==> config.mk <==
export PLATFORM = sky130hd
export DESIGN_NAME = loop_trace_monitor_flat
export DESIGN_NICKNAME = d
export VERILOG_FILES = /design/src/rtl/loop_trace_monitor_if.sv /design/src/rtl/loop_trace_monitor.sv /design/src/flat_wrapper.sv
export SDC_FILE = /design/constraint.sdc
export NUM_CORES = 1
export LEC_CHECK = 0
export BUFFER_PORTS_ARGS = -buffer_cell sky130_fd_sc_hd__buf_2
export CAP_MARGIN = 5
export CORE_MARGIN = 2
export CORE_UTILIZATION = 50
export DETAILED_ROUTE_END_ITERATION = 6
export PLACE_DENSITY_LB_ADDON = 0.1
export SLEW_MARGIN = 20
export SYNTH_ARGS = -nofsm -noshare
export SYNTH_HDL_FRONTEND = slang
export SYNTH_SLANG_ARGS = --single-unit
==> constraint.sdc <==
create_clock -name clk -period 3.3 [get_ports clk]
set_input_delay 0.165 -clock clk [delete_from_list [all_inputs] [get_ports clk]]
set_output_delay 0.165 -clock clk [all_outputs]
set_load 0.02 [all_outputs]
==> src/rtl/loop_trace_monitor_if.sv <==
// Bundle between the bounded-loop counter stage taps and its trace monitor.
// Carries the sampled stage signals (sel, x, m, n) and the monitor verdict/statistics.
// master: whoever drives the stage taps (stage wrapper or bench); slave: the monitor.
interface loop_trace_monitor_if #(
    parameter int W  = 11,
    parameter int CW = 16
);
    logic          sel;
    logic [W-1:0]  x;
    logic [W-1:0]  m;
    logic [W-1:0]  n;
    logic [1:0]    state;
    logic          done;
    logic          fail;
    logic [5:0]    fail_mask;
    logic [CW-1:0] fail_cycle;
    logic [CW-1:0] done_cycle;
    logic [CW-1:0] sample_cnt;
    logic [CW-1:0] upd_cnt;

    modport master (
        output sel, x, m, n,
        input  state, done, fail, fail_mask, fail_cycle, done_cycle, sample_cnt, upd_cnt
    );

    modport slave (
        input  sel, x, m, n,
        output state, done, fail, fail_mask, fail_cycle, done_cycle, sample_cnt, upd_cnt
    );
endinterface

==> src/rtl/loop_trace_monitor.sv <==
// Trace monitor for the bounded-loop counter stage (x counts 0..n, m captures x on sel, n held).
// Ports: clk, rst (sync, active-high), bus (slave): sel/x/m/n in; state, done, fail, fail_mask,
// fail_cycle, done_cycle, sample_cnt, upd_cnt out. All outputs registered, verdict one cycle after sample.
module loop_trace_monitor #(
    parameter int W      = 11,
    parameter int N_INIT = 500,
    parameter int CW     = 16
) (
    input  logic               clk,
    input  logic               rst,
    loop_trace_monitor_if.slave bus
);
    localparam logic [1:0] S_IDLE = 2'd0;
    localparam logic [1:0] S_RUN  = 2'd1;
    localparam logic [1:0] S_DONE = 2'd2;
    localparam logic [1:0] S_FAIL = 2'd3;

    localparam logic [W-1:0]  N_INIT_W = W'(N_INIT);
    localparam logic [CW-1:0] CNT_MAX  = {CW{1'b1}};

    logic [1:0]    state_q;
    logic [5:0]    fail_mask_q;
    logic [CW-1:0] fail_cycle_q;
    logic [CW-1:0] done_cycle_q;
    logic [CW-1:0] sample_cnt_q;
    logic [CW-1:0] upd_cnt_q;

    // Previous sample
    logic [W-1:0]  px_q;
    logic [W-1:0]  pm_q;
    logic [W-1:0]  pn_q;
    logic          psel_q;

    logic          first;
    logic          act;
    logic [W:0]    px_inc;
    logic [5:0]    mask;
    logic          term;
    logic [CW-1:0] idx;
    logic [CW-1:0] upd_nxt;

    // IDLE is only ever occupied between reset and sample 1, so it marks the first sample.
    assign first  = (state_q == S_IDLE);
    assign act    = (px_q < pn_q);
    // One extra bit so a stage that wraps 2^W-1 -> 0 is caught as a bad step.
    assign px_inc = {1'b0, px_q} + {{W{1'b0}}, 1'b1};
    assign term   = (bus.x >= bus.n);

    always_comb begin
        mask    = 6'b0;
        mask[0] = first && !((bus.x == '0) && (bus.m == '0) && (bus.n == N_INIT_W));
        if (!first) begin
            mask[1] = act ? ({1'b0, bus.x} != px_inc) : (bus.x != px_q);
            mask[2] = (act && psel_q) ? (bus.m != px_q) : (bus.m != pm_q);
            mask[3] = (bus.n != pn_q);
        end
        mask[4] = term && (bus.n != '0) && (bus.m >= bus.n);
        mask[5] = (bus.x > bus.n);
    end

    // Index of the sample being taken on this edge (saturating).
    assign idx     = (sample_cnt_q == CNT_MAX) ? sample_cnt_q : sample_cnt_q + 1'b1;
    assign upd_nxt = (upd_cnt_q == CNT_MAX) ? upd_cnt_q : upd_cnt_q + 1'b1;

    always_ff @(posedge clk) begin
        if (rst) begin
            state_q      <= S_IDLE;
            fail_mask_q  <= 6'b0;
            fail_cycle_q <= '0;
            done_cycle_q <= '0;
            sample_cnt_q <= '0;
            upd_cnt_q    <= '0;
            px_q         <= '0;
            pm_q         <= '0;
            pn_q         <= '0;
            psel_q       <= 1'b0;
        end else begin
            px_q         <= bus.x;
            pm_q         <= bus.m;
            pn_q         <= bus.n;
            psel_q       <= bus.sel;
            sample_cnt_q <= idx;
            if (!first && act && psel_q) begin
                upd_cnt_q <= upd_nxt;
            end

            case (state_q)
                S_IDLE, S_RUN: begin
                    // A failing termination sample goes to FAIL without recording done_cycle.
                    if (|mask) begin
                        state_q      <= S_FAIL;
                        fail_mask_q  <= mask;
                        fail_cycle_q <= idx;
                    end else if (term) begin
                        state_q      <= S_DONE;
                        done_cycle_q <= idx;
                    end else begin
                        state_q      <= S_RUN;
                    end
                end
                S_DONE: begin
                    // act is false here, so C1/C2 already demand x, m held.
                    if (|mask) begin
                        state_q      <= S_FAIL;
                        fail_mask_q  <= mask;
                        fail_cycle_q <= idx;
                    end
                end
                default: begin
                    state_q <= S_FAIL;
                end
            endcase
        end
    end

    assign bus.state      = state_q;
    assign bus.done       = (state_q == S_DONE);
    assign bus.fail       = (state_q == S_FAIL);
    assign bus.fail_mask  = fail_mask_q;
    assign bus.fail_cycle = fail_cycle_q;
    assign bus.done_cycle = done_cycle_q;
    assign bus.sample_cnt = sample_cnt_q;
    assign bus.upd_cnt    = upd_cnt_q;
endmodule

==> src/flat_wrapper.sv <==
// flat-port wrapper written by rule: the top's interface ports become plain ports
module loop_trace_monitor_flat 
#(
    parameter int W      = 11,
    parameter int N_INIT = 500,
    parameter int CW     = 16
)
  (clk, rst, bus_sel, bus_x, bus_m, bus_n, bus_state, bus_done, bus_fail, bus_fail_mask, bus_fail_cycle, bus_done_cycle, bus_sample_cnt, bus_upd_cnt);
  loop_trace_monitor_if #(.W(W), .CW(CW)) bus_i ();
  input  logic clk;
  input  logic rst;
  input wire logic [$bits(bus_i.sel)-1:0] bus_sel;
  input wire logic [$bits(bus_i.x)-1:0] bus_x;
  input wire logic [$bits(bus_i.m)-1:0] bus_m;
  input wire logic [$bits(bus_i.n)-1:0] bus_n;
  output wire logic [$bits(bus_i.state)-1:0] bus_state;
  output wire logic [$bits(bus_i.done)-1:0] bus_done;
  output wire logic [$bits(bus_i.fail)-1:0] bus_fail;
  output wire logic [$bits(bus_i.fail_mask)-1:0] bus_fail_mask;
  output wire logic [$bits(bus_i.fail_cycle)-1:0] bus_fail_cycle;
  output wire logic [$bits(bus_i.done_cycle)-1:0] bus_done_cycle;
  output wire logic [$bits(bus_i.sample_cnt)-1:0] bus_sample_cnt;
  output wire logic [$bits(bus_i.upd_cnt)-1:0] bus_upd_cnt;
  assign bus_i.sel = bus_sel;
  assign bus_i.x = bus_x;
  assign bus_i.m = bus_m;
  assign bus_i.n = bus_n;
  assign bus_state = bus_i.state;
  assign bus_done = bus_i.done;
  assign bus_fail = bus_i.fail;
  assign bus_fail_mask = bus_i.fail_mask;
  assign bus_fail_cycle = bus_i.fail_cycle;
  assign bus_done_cycle = bus_i.done_cycle;
  assign bus_sample_cnt = bus_i.sample_cnt;
  assign bus_upd_cnt = bus_i.upd_cnt;
  loop_trace_monitor #(.W(W), .N_INIT(N_INIT), .CW(CW)) u_core (.clk(clk), .rst(rst), .bus(bus_i));
endmodule
==> flow_summary.yaml <==
timing:
  fin_skew_ns: 0.0131
  setup_violations: 0
  fmax_ghz: 0.318
  finalCriticalPeriod_ns: 3.15
  grt_setup_unrepaired: "yes"
  drv_slew: 0
  holdWs_ns: 0.0308
  setup_ws_ns: 0.151
  slew_headroom: 0.569
  tightest_slew_ns: 0.647
  period_share: 0.954
  hold_viol: 0
status:
  status: "finished clean"
worst_setup_path:
  arrival_ns: 3.40
  startpoint_type: "flip-flop"
  crit_fanout: 6
  criticalPathCategory: "flip-flop to flip-flop"
  end_kind: "flip-flop"
  required_ns: 3.55
global_routing:
  grt_pass1_wl_mm: 24.8
  track_usage: 0.250
  grt_max_degree: 41
  grt_overflow: 0
  grt_pass1_vias: 4931
  antenna_found_initial: 0
placed_design:
  dpl_cell_area_sq_um: 6470
  dp_slack_ns: 0.0220
  gp_congestion: 0.939
  dp_hpwl_mm: 11.6
  port_buffers: 109
hold_path:
  hp-class: "primary input to flip-flop"
finish:
  fillCellCount: 971
  diodes: 0
  area_growth_pct: 19.9
  nets: 838
  multi_input_area_sq_um: 3310
  final_core_util: 0.621
  regArea_sq_um: 2120
  drive_gt1_frac: 0.220
  final_area_sq_um: 6790
drt:
  drt-total-wl_mm: 15.1
  drc_errors: 0
  ant_nets: 0
  avgRoutedWirePerCell_um: 16.5
  first_pass_iters: 5
  drt-initial-drc-count: 359
  viasPerCell: 5.53
  num_vias: 5044
synth:
  syn_nets: 714
  synthArstFlopShare: 0
  yosysUniqueCellTypes: 60
  synth_seq_area_share: 0.375
  avgSynthCellArea_sq_um: 8.81
  synth-seq-cells: 106
  syn_inst: 643
  synth_warnings: 0
  synth_flop_cell: "dfxtp_1"
  syn_area_sq_um: 5660
  synth_edf_count: 0
floorplanning:
  core_sq_um: 10900
  start_util: 0.518
  num_rows: 38
  io_pins: 110
  die_x_um: 110
  fp.dieArea_sq_um: 12200
  fp.dieH_um: 110
clocking:
  htreeDepth: 3
  numCtsBuffers: 9
  clk_latency_ns: 0.36
  tritoncts: "yes"
  cts_num_sinks: 106
  clk_pin_slew_ns: 0.07
  clk_path_buf_depth: 2
  cts_setup_buffers: 0
  cts-root-buf: "clkbuf_16"
pwr:
  fin_total_pwr_uw: 2790
  peakVddDrop_mv: 0.287
  p_leak_uw: 0.00313
  p_per_area_nw_per_um2: 411
run:
  maxCapViolCount: 0
-- sequential cells by signal, summed over array words and instances, names as in the netlist --
register / count
u_core.bus.done_cycle: 16
u_core.bus.fail_cycle: 16
u_core.bus.fail_mask: 6
u_core.bus.sample_cnt: 16
u_core.bus.state: 2
u_core.bus.upd_cnt: 16
u_core.pm_q: 11
u_core.pn_q: 11
u_core.psel_q: 1
u_core.px_q: 11
-- stage by stage --
stage,instances,TNS (ns)
2_1_floorplan,643,0
3_3_place_gp,896,0
3_5_place_dp,896,0
4_1_cts,912,0
5_1_grt,912,-0.00743
6_report,912,0
-- routing by layer --
layer / global-route usage / share of wire / vias up
li1: - / - / 2476
met1: 0.301 / 0.43 / 2375
met2: 0.439 / 0.49 / 165
met3: 0.0467 / 0.052 / 28
met4: 0.0958 / 0.024 / 0
met5: 0 / 0 / -
-- power breakdown --
part / leakage, uW / switching [uW] / internal [uW]
Sequential: 0.000866 / 34.4 / 1320
Combinational: 0.00213 / 242 / 171
Clock: 0.000130 / 510 / 520
-- worst paths after layout --
| check | end | from | depth (start not counted) | slack (ns) |
|---|---|---|---|---|
| setup / recovery | u_core.bus.fail_cycle[1] | u_core.pn_q[9] | 11 | 0.15 |
| hold / removal | u_core.psel_q | bus_sel | 2 | 0.03 |
| setup reg to reg | u_core.bus.fail_cycle[1] | u_core.pn_q[9] | 11 | 0.15 |
| hold reg to reg | u_core.bus.done_cycle[5] | u_core.bus.done_cycle[5] | 2 | 0.48 |
-- timing repair --
action                                  4_1_cts  5_1_grt
resized for setup                             0        9
hold buffers                                  0        0
endpoints found under the setup margin        0       35
-- cell families after synthesis --
kind of cell,count (synthesis),synth area share
flops,106,0.375
xor+xnor,68,0.105
simple gates,246,0.234
compound gates,95,0.110
mux,27,0.0501
buf+inv,66,0.0488
fa+ha+maj,35,0.0773
-- layout make-up --
cell class              count  area share
clock inverters             6     0.00682
repair buffers            135       0.110
well taps                 140      0.0258
clock buffers              10      0.0337
inverters                  44      0.0243
flip-flops and latches    106       0.312
multi-input cells         471       0.487
-- placed cells by master, fill, tap and decap left out, drive strengths merged, types with 3 or more instances in the layout --
cell type  Yosys  final
nand3         22     22
dfxtp        106    106
nor4          14     14
a22o           3      3
a21o           4      4
inv           43     46
clkbuf        14     10
a21oi         20     20
and3           6      6
mux2i         16     16
nor2b         40     40
nand4         22     22
nor2          46     46
or3            5      5
ha            35     35
nor3          10     10
xnor2         38     38
xor2          30     30
o211ai         7      7
and2           3      3
nand2b        26     26
or2            4      4
a31oi          4      4
buf            8    135
o21ai         31     31
mux2          11     11
nand2         39     39
a2111oi        4      4
a211oi         4      4
-- worst max-delay path, cell delays in order, from the launching register on --
cell and delay (ns):
dfxtp_1 0.34, inv_1 0.05, ha_1 0.32, a21oi_1 0.15, nand2_1 0.08, a211o_4 0.37
a21oi_2 0.14, mux2_2 0.37, or3_4 0.43, nor4_4 0.24, or2_4 0.22, mux2_1 0.33
-- synth_stat cells, drive strengths merged, types with 10 or more instances --
cell type    n  area share
xnor2       38       0.059
nor2b       40       0.044
xor2        30       0.046
nor4        14       0.018
nand4       22       0.024
dfxtp      106        0.37
inv         43       0.028
clkbuf      14      0.0093
mux2i       16       0.028
nor3        10      0.0088
nand2b      26       0.029
nand3       22       0.019
mux2        11       0.022
nor2        46       0.030
ha          35       0.077
nand2       39       0.026
a21oi       20       0.018
o21ai       31       0.027
Note: power is estimated with default switching activity, not from simulation.
